`config.mk`:
```
export PLATFORM = sky130hd
export DESIGN_NAME = ppi_host
export DESIGN_NICKNAME = d
export VERILOG_FILES = /design/src/rtl/ppi_host.sv
export SDC_FILE = /design/constraint.sdc
export NUM_CORES = 1
export LEC_CHECK = 0
export ABC_CLOCK_PERIOD_IN_PS = 2900
export CAP_MARGIN = 15
export CORE_ASPECT_RATIO = 0.5
export CORE_MARGIN = 4
export CORE_UTILIZATION = 53
export DETAILED_ROUTE_END_ITERATION = 6
export GPL_TIMING_DRIVEN = 0
export PLACE_DENSITY = 0.78
export SYNTH_ARGS = -nofsm -noshare
export SYNTH_HDL_FRONTEND = slang
export SYNTH_SLANG_ARGS = --single-unit
```
`constraint.sdc`:
```
create_clock -name clk -period 2.9 [get_ports clk]
set_input_delay 0.58 -clock clk [delete_from_list [all_inputs] [get_ports clk]]
set_output_delay 0.58 -clock clk [all_outputs]
set_load 0.02 [all_outputs]
```
`src/rtl/ppi_host.sv`:
```
// Bus-side initiator for an 8255-style PPI: buffers read/write commands in a FIFO and
// replays them on the PPI bus with programmable setup / strobe / hold timing.
module ppi_host #(
    parameter int SETUP = 1,
    parameter int PULSE = 2,
    parameter int HOLD  = 1,
    parameter int DEPTH = 4
) (
    input  logic       clk,
    input  logic       reset,
    input  logic       cmd_valid,
    output logic       cmd_ready,
    input  logic       cmd_we,
    input  logic [1:0] cmd_addr,
    input  logic [7:0] cmd_wdata,
    output logic       rsp_valid,
    output logic [7:0] rsp_data,
    output logic       busy,
    output logic [1:0] ppi_addr,
    output logic [7:0] ppi_idata,
    output logic       ppi_we_n,
    input  logic [7:0] ppi_odata
);

    localparam int PW    = $clog2(DEPTH);
    localparam int MAX_T = (SETUP > PULSE) ? ((SETUP > HOLD) ? SETUP : HOLD)
                                           : ((PULSE > HOLD) ? PULSE : HOLD);
    localparam int CW    = (MAX_T > 1) ? $clog2(MAX_T) : 1;
    localparam logic [PW:0] FULL_CNT = (PW+1)'(DEPTH);

    typedef enum logic [2:0] {ST_IDLE, ST_SETUP, ST_STROBE, ST_HOLD, ST_SAMPLE} state_t;

    typedef struct packed {
        logic       we;
        logic [1:0] addr;
        logic [7:0] wdata;
    } cmd_t;

    cmd_t          mem [DEPTH];
    cmd_t          head;
    logic [PW-1:0] wr_ptr, rd_ptr;
    logic [PW:0]   count;
    logic          push, pop, sample, op_we;
    state_t        state, state_next;
    logic [CW-1:0] cnt, cnt_next;

    assign cmd_ready = (count != FULL_CNT);
    assign push      = cmd_valid && cmd_ready;
    assign head      = mem[rd_ptr];
    assign busy      = (count != '0) || (state != ST_IDLE);

    // NOTE: storage array has no reset; only pointers and count are reset, so a flush is just count = 0.
    always_ff @(posedge clk) begin
        if (push)
            mem[wr_ptr] <= '{we: cmd_we, addr: cmd_addr, wdata: cmd_wdata};
    end

    // NOTE: all clocked state uses non-blocking assignments so every register samples pre-edge values.
    always_ff @(posedge clk or posedge reset) begin
        if (reset) begin
            wr_ptr <= '0;
            rd_ptr <= '0;
            count  <= '0;
        end else begin
            if (push) wr_ptr <= wr_ptr + 1'b1;
            if (pop)  rd_ptr <= rd_ptr + 1'b1;
            case ({push, pop})
                2'b10:   count <= count + 1'b1;
                2'b01:   count <= count - 1'b1;
                default: count <= count;
            endcase
        end
    end

    always_ff @(posedge clk or posedge reset) begin
        if (reset) begin
            state <= ST_IDLE;
            cnt   <= '0;
        end else begin
            state <= state_next;
            cnt   <= cnt_next;
        end
    end

    // NOTE: every output of this block is given a default first, so no path can infer a latch.
    always_comb begin
        state_next = state;
        cnt_next   = cnt;
        pop        = 1'b0;
        sample     = 1'b0;
        case (state)
            ST_IDLE: begin
                if (count != '0) begin
                    pop        = 1'b1;
                    state_next = ST_SETUP;
                    cnt_next   = CW'(SETUP - 1);
                end
            end
            ST_SETUP: begin
                if (cnt == '0) begin
                    state_next = op_we ? ST_STROBE : ST_SAMPLE;
                    cnt_next   = op_we ? CW'(PULSE - 1) : '0;
                end else begin
                    cnt_next = cnt - 1'b1;
                end
            end
            ST_STROBE: begin
                if (cnt == '0) begin
                    state_next = ST_HOLD;
                    cnt_next   = CW'(HOLD - 1);
                end else begin
                    cnt_next = cnt - 1'b1;
                end
            end
            ST_HOLD: begin
                if (cnt == '0) state_next = ST_IDLE;
                else           cnt_next   = cnt - 1'b1;
            end
            ST_SAMPLE: begin
                sample     = 1'b1;
                state_next = ST_IDLE;
            end
            default: state_next = ST_IDLE;
        endcase
    end

    // Strobe is registered from the next state so it switches cleanly on the state edge.
    always_ff @(posedge clk or posedge reset) begin
        if (reset) begin
            ppi_we_n  <= 1'b1;
            ppi_addr  <= '0;
            ppi_idata <= '0;
            op_we     <= 1'b0;
            rsp_valid <= 1'b0;
            rsp_data  <= '0;
        end else begin
            ppi_we_n  <= (state_next != ST_STROBE);
            rsp_valid <= sample;
            if (sample)
                rsp_data <= ppi_odata;
            if (pop) begin
                ppi_addr <= head.addr;
                op_we    <= head.we;
                if (head.we)
                    ppi_idata <= head.wdata;
            end
        end
    end

endmodule

```
==> reports/qor.txt, run 1 <==
final setup violating endpoints - 0
most common cell after layout, fill and taps aside - sky130_fd_sc_hd__edfxtp_1
Synth Flop Type - sky130_fd_sc_hd__edfxtp_1
period utilization - 0.821
diodes inserted - 0
post-synthesis instance area - 3040 um^2
maximum net fanout on the critical path - 8
final number of hold-violating endpoints - 0
path class of the lowest-slack min-delay path - reg2reg
share of post-route cells with drive strength above 1 - 0.223
number of cells on the worst reg-to-reg path - 9
placed standard-cell area - 3590 um^2
total leakage power - 0.00150 uW
DR DRC count - 0
total power of the final layout - 4340 uW
initial core utilization - 0.551
number of enable-type register cells in the synthesized netlist - 44
r2r startpoint - state[2]$_DFF_PP0_
slew of the pin with the lowest slew margin - 664 ps
num rows - 19
clock latency at the later pin of the worst-skew pair - 330 ps
number of different library cells in the post-synthesis netlist - 37
number of iterations in the first detailed-routing pass - 4
max_cap viols - 0
minimum period implied by the final worst setup slack - 2380 ps
routed wirelength normalized by instance count - 17.2 um
root buf cell - sky130_fd_sc_hd__clkbuf_16
Cell Count Post-Placement - 281
hold endpoint - state[2]$_DFF_PP0_
post-route worst hold slack - 502 ps
Gates resized, CTS repair - 0
startpoint of the lowest-slack hold path - op_we$_DFFE_PP0P_
share of flip-flops with an asynchronous set or reset after synthesis - 0.421
final global-route overflow total - 0
arrival time of data at the critical path endpoint - 1800 ps
Warnings, synthesis - 0
RSZ-0062 raised after global routing - false
slack of the worst reg-to-reg path - 650 ps
number of antenna violations at the first check in global routing - 0
power per standard cell area - 1120 nW/um^2
total CTS buffers - 9
largest buffer count on any clock path - 2
required time at the worst-slack endpoint - 2320 ps
Worst slew margin - 0.557
largest net degree at the start of global routing - 25
clock skew after layout - 8.79 ps
net count reported at finish - 247
category of the most critical setup path - reg2out
synthesized flop and latch total - 76
run status - finished clean
gp weighted congestion - 0.716
max incr delay on CP - 550 ps
initial DRC count - 77
Die Ht - 61.6 um
Global Route Usage Sum - 0.164
vias in the first global route - 1,648
Startpoint Class - flip-flop
half-perimeter wire length after detailed placement - 3410 um
detailed-route wire length - 5100 um
PortBufs - 43
CTS Hold Buffers Added - 0
placeable core region - 5520 um^2
worst ir drop on vdd - 626 uV
cell breakdown of the critical path - nor3_4, nand2_1, clkdlybuf4s50_1
sequential share of the synthesized area - 0.698
global-route wire length before repair - 8260 um
cell depth of the worst hold path - 1
highest achievable clock rate - 420 MHz
number of levels the H-tree was split into - 3
Finished Cell Area - 3880 um^2
net count of the mapped netlist - 192
top library cells by usage in the layout, fill and taps aside - 44 x sky130_fd_sc_hd__edfxtp_1, 43 x sky130_fd_sc_hd__clkdlybuf4s50_1, 31 x sky130_fd_sc_hd__dfrtp_1, 19 x sky130_fd_sc_hd__mux2_2
synthesized area per cell - 18.5 um^2
CP max-delay cell - sky130_fd_sc_hd__clkdlybuf4s50_1
Num Clock Sinks - 76
area added between synthesis and finish - 27.7%
count of vias placed by the detailed router - 1,576
per-cell via count in the routed design - 5.31
area enclosed by the die boundary - 7090 um^2
number of max-slew violations in the final report - 0
final setup TNS - 0 ps
post-CTS setup buffer count - 0
endpoint class of the critical path - output pin
post-route insts no fill - 297
antenna-violating nets left - 0
die boundary width - 115 um
synthesized netlist cell count - 164
CTS clk-pin slew, worst paths - 50 ps
clock tree from TritonCTS - yes
IO Pins - 44
endpoint of the lowest-slack register-to-register path - count[2]$_DFFE_PP0P_
==> report_power, final <==
part / internal [uW] / switching, uW / total [uW]
clock network: 665 / 415 / 1080
registers: 1520 / 187 / 1700
logic: 822 / 735 / 1560
==> synth_stat cells (2+ instances only) <==
cell type,number,area (um^2)
sky130_fd_sc_hd__mux2_2,19,214
sky130_fd_sc_hd__dfrtp_1,31,776
sky130_fd_sc_hd__ha_1,5,62.6
sky130_fd_sc_hd__xor2_1,2,17.5
sky130_fd_sc_hd__and3_1,4,25.0
sky130_fd_sc_hd__xnor2_1,4,35.0
sky130_fd_sc_hd__mux4_1,7,184
sky130_fd_sc_hd__edfxtp_1,44,1320
sky130_fd_sc_hd__nand2_1,7,26.3
sky130_fd_sc_hd__a21oi_1,3,15.0
sky130_fd_sc_hd__inv_1,9,33.8
sky130_fd_sc_hd__mux4_2,4,90.1
==> worst max path at each step <==
| stage | start | endpoint | slack (ps) | cells past startpoint |
|---|---|---|---|---|
| 2_1_floorplan | count[0]$_DFFE_PP0P_ | count[2]$_DFFE_PP0P_ | 680 | 9 |
| 3_3_place_gp | cmd_valid | count[2]$_DFFE_PP0P_ | 560 | 9 |
| 3_5_place_dp | cmd_valid | count[2]$_DFFE_PP0P_ | 500 | 9 |
| 4_1_cts | state[2]$_DFF_PP0_ | busy | 510 | 3 |
| 5_1_grt | state[2]$_DFF_PP0_ | busy | 410 | 3 |
| 6_report | state[2]$_DFF_PP0_ | busy | 520 | 3 |
==> sequential cells by signal, summed over array words and instances, names as in the netlist <==
| register | count |
|---|---|
| wr_ptr | 2 |
| mem | 44 |
| rsp_data | 8 |
| rsp_valid | 1 |
| op_we | 1 |
| ppi_we_n | 1 |
| count | 3 |
| state | 3 |
| rd_ptr | 2 |
| cnt | 1 |
| ppi_addr | 2 |
| ppi_idata | 8 |
==> logic make-up (layout without fill, tap and decap cells) <==
group | after synthesis | after routing | share of synthesized area
XOR/XNOR | 6 | 6 | 0.0173
buffers and inverters | 13 | 73 | 0.0234
AND/OR/NAND/NOR | 25 | 25 | 0.0555
flip-flops | 76 | 76 | 0.698
multiplexers | 31 | 31 | 0.164
AO/OA/AOI/OAI | 7 | 7 | 0.0148
adder cells (fa/ha/maj) | 6 | 6 | 0.0271
==> through the flow <==
step | setup slack (ps) | util
global placement | 558 | 0.646
floorplan | 680 | -
finish | 520 | 0.704
detailed placement | 500 | 0.651
global route | 410 | 0.704
CTS | 507 | 0.704
==> area by class of cell <==
cell class / count / area [um^2]
flip-flops and latches: 76 / 2120
fillers: 353 / 1630
multi-input cells: 75 / 847
repair buffers: 44 / 458
clock buffers: 10 / 229
well taps: 73 / 91.3
clock inverters: 6 / 63.8
plain buffers: 4 / 37.5
inverters: 9 / 33.8
==> worst max-delay path: cells and delay by family (launching register included) <==
| kind | cells | cell delay [ps] |
|---|---|---|
| DFF | 1 | 480 |
| buffers and inverters | 1 | 550 |
| and+or+nand+nor | 2 | 450 |
==> routing by layer <==
layer / vias to the layer above / global-route usage / wire [um] / part of all wire
met5: - / 0 / 0 / 0
met1: 791 / 0.189 / 2150 / 0.42
met3: 7 / 0.0550 / 275 / 0.054
met4: 0 / 0.0702 / 79 / 0.015
met2: 41 / 0.289 / 2590 / 0.51
li1: 737 / - / - / -
Power figures use the tool's default switching activity.
==> run 2, diff against run 1 <==
- ABC_CLOCK_PERIOD_IN_PS: 2900 -> 2100
- CORE_UTILIZATION: 53 -> 48
- PLACE_DENSITY: 0.78 -> 0.75
- clock period: 2.9 -> 2.1 ns (I/O delays scaled with it)
==> run 2 against run 1 <==
  * The flow now finishes with violations (negative setup slack)
  * Sequential power rose by 39%
  * Non-clock buffer count rose by 5
  * Register-to-register slack got worse by 710 ps
  * Via count increased by 2.2%
  * Critical path depth is 6 higher
  * Global-route usage fell by 0.79 points
  * First-iteration DRC count shrank 19%
  * Hold slack better by 3.8 ps
  * Combinational power is 48% higher
  * Sequential share of layout area is 1.1 points lower
  * Count of clock-buffer cells in the layout up 1
  * Wire length up 9.3%
  * Critical path type is now reg2reg
==> reports/qor.txt, run 2 (same netlist as run 1, synthesis figures left out) <==
final setup violating endpoints - 1 (was 0)
worst setup margin - -63.6 ps (was 520 ps)
category of the most critical setup path - reg2reg (was reg2out)
number of antenna violations at the first check in global routing - 0 (unchanged)
largest net degree at the start of global routing - 19 (was 25)
failing checks - negative setup slack
root buf cell - sky130_fd_sc_hd__clkbuf_16 (unchanged)
max_cap viols - 0 (unchanged)
share of post-route cells with drive strength above 1 - 0.258 (was 0.223)
Startpoint Class - flip-flop (unchanged)
half-perimeter wire length after detailed placement - 3520 um (was 3410 um)
net count reported at finish - 252 (was 247)
routed wirelength normalized by instance count - 17.6 um (was 17.2 um)
DR DRC count - 0 (unchanged)
Die Ht - 64.3 um (was 61.6 um)
Global Route Usage Sum - 0.156 (was 0.164)
num rows - 20 (was 19)
CTS Hold Buffers Added - 0 (unchanged)
endpoint class of the critical path - flip-flop (was output pin)
total power of the final layout - 6150 uW (was 4340 uW)
antenna-violating nets left - 0 (unchanged)
clock skew after layout - 10.0 ps (was 8.79 ps)
global-route wire length before repair - 8840 um (was 8260 um)
number of levels the H-tree was split into - 3 (unchanged)
total leakage power - 0.00152 uW (was 0.00150 uW)
initial core utilization - 0.498 (was 0.551)
slew of the pin with the lowest slew margin - 689 ps (was 664 ps)
max incr delay on CP - 440 ps (was 550 ps)
max reg flops - 44 (unchanged)
clock tree from TritonCTS - yes (unchanged)
vias in the first global route - 1,664 (was 1,648)
IO Pins - 44 (unchanged)
die boundary width - 121 um (was 115 um)
total CTS buffers - 9 (unchanged)
cell breakdown of the critical path - or3b_4, and2_4, inv_2, ha_4, inv_2, fa_2, xor2_1, nor2_1, xor2_1 (was nor3_4, nand2_1, clkdlybuf4s50_1)
placeable core region - 6110 um^2 (was 5520 um^2)
clock latency at the later pin of the worst-skew pair - 330 ps (about the same)
placed standard-cell area - 3620 um^2 (was 3590 um^2)
CTS clk-pin slew, worst paths - 60 ps (was 50 ps)
minimum period implied by the final worst setup slack - 2160 ps
largest buffer count on any clock path - 2 (unchanged)
Worst slew margin - 0.540 (was 0.557)
final number of hold-violating endpoints - 0 (unchanged)
run status - finished, violations left (was finished clean)
arrival time of data at the critical path endpoint - 2410 ps (was 1800 ps)
number of iterations in the first detailed-routing pass - 4 (unchanged)
number of max-slew violations in the final report - 0 (unchanged)
final global-route overflow total - 0 (unchanged)
post-route worst hold slack - 506 ps (was 502 ps)
area enclosed by the die boundary - 7750 um^2 (was 7090 um^2)
register ranked first by flip-flop count - mem (unchanged)
period utilization - 1.03
detailed-route wire length - 5570 um (was 5100 um)
most common cell after layout, fill and taps aside - sky130_fd_sc_hd__edfxtp_1 (unchanged)
highest achievable clock rate - 462 MHz
Num Clock Sinks - 76 (unchanged)
initial DRC count - 62 (was 77)
Largest regs - mem (44), ppi_idata (8), rsp_data (8) (unchanged)
top library cells by usage in the layout, fill and taps aside - 44 x sky130_fd_sc_hd__edfxtp_1, 41 x sky130_fd_sc_hd__clkdlybuf4s50_1, 30 x sky130_fd_sc_hd__dfrtp_1, 19 x sky130_fd_sc_hd__mux2_2, 9 x sky130_fd_sc_hd__clkbuf_16 (was 44 x sky130_fd_sc_hd__edfxtp_1, 43 x sky130_fd_sc_hd__clkdlybuf4s50_1, 31 x sky130_fd_sc_hd__dfrtp_1, 19 x sky130_fd_sc_hd__mux2_2)
required time at the worst-slack endpoint - 2350 ps (was 2320 ps)
PortBufs - 43 (unchanged)
power per standard cell area - 1550 nW/um^2 (was 1120 nW/um^2)
CP max-delay cell - sky130_fd_sc_hd__dfrtp_2 (was sky130_fd_sc_hd__clkdlybuf4s50_1)
diodes inserted - 0 (unchanged)
path class of the lowest-slack min-delay path - reg2reg (unchanged)
Finished Cell Area - 3960 um^2 (was 3880 um^2)
gp weighted congestion - 0.674 (was 0.716)
RSZ-0062 raised after global routing - true (was false)
maximum net fanout on the critical path - 5 (was 8)
Post-Place Setup Slack - -118 ps (was 500 ps)
per-cell via count in the routed design - 5.08 (was 5.31)
slack of the worst reg-to-reg path - -60 ps (was 650 ps)
area added between synthesis and finish - 30.3% (was 27.7%)
count of vias placed by the detailed router - 1,610 (was 1,576)
worst ir drop on vdd - 560 uV (was 626 uV)
run 2: final timing paths:
| check | startpoint | cells past startpoint | end |
|---|---|---|---|
| setup reg to reg | count[0]$_DFFE_PP0P_ | 9 | count[2]$_DFFE_PP0P_ |
| setup / recovery | count[0]$_DFFE_PP0P_ | 9 | count[2]$_DFFE_PP0P_ |
| hold reg to reg | rsp_data[4]$_DFFE_PP0P_ | 1 | rsp_data[4]$_DFFE_PP0P_ |
| min in group asynchronous | reset | 2 | ppi_idata[4]$_DFFE_PP0P_ |
| max in group asynchronous | reset | 3 | ppi_we_n$_DFF_PP1_ |
| hold / removal | rsp_data[4]$_DFFE_PP0P_ | 1 | rsp_data[4]$_DFFE_PP0P_ |
run 2: per-stage QoR:
| stage | cells | utilization | TNS [ps] |
|---|---|---|---|
| 3_3_place_gp | 295 | 0.588 | -141 |
| 3_5_place_dp | 296 | 0.592 | -186 |
| 2_1_floorplan | 164 | - | 0 |
| 6_report | 317 | 0.649 | -63.6 |
| 5_1_grt | 317 | 0.649 | -149 |
| 4_1_cts | 313 | 0.641 | -39.9 |
run 2: routing by layer:
layer | up-vias | track usage | share of wire
li1 | 743 | - | -
met1 | 816 | 0.192 | 0.41
met2 | 41 | 0.260 | 0.53
met3 | 10 | 0.0486 | 0.044
met4 | 0 | 0.0593 | 0.013
met5 | - | 0 | 0
run 2: layout make-up:
type | instances | area [um^2]
buffer | 4 | 37.5
clock buffer | 11 | 233
clock inverter | 5 | 53.8
fill | 430 | 2140
inverter | 9 | 33.8
multi-input combinational | 75 | 876
sequential | 76 | 2120
tap | 88 | 110
timing repair buffer | 49 | 494
run 2: critical path: cells and delay by family, from the launching register on:
family        cells  cell delay [ps]
flops             1              440
buf+inv           2              110
fa+ha+maj         2              480
xor+xnor          2              310
simple gates      3              750
run 2: what timing repair did:
action,CTS,global route
resized for setup,4,6
pin swaps,3,5
setup buffers,1,4
cloned,0,0
setup endpoints to repair,4,2
run 2: power by group:
group	internal, uW	switching (uW)
Sequential	2100	270
Combinational	1230	1080
Clock	914	557
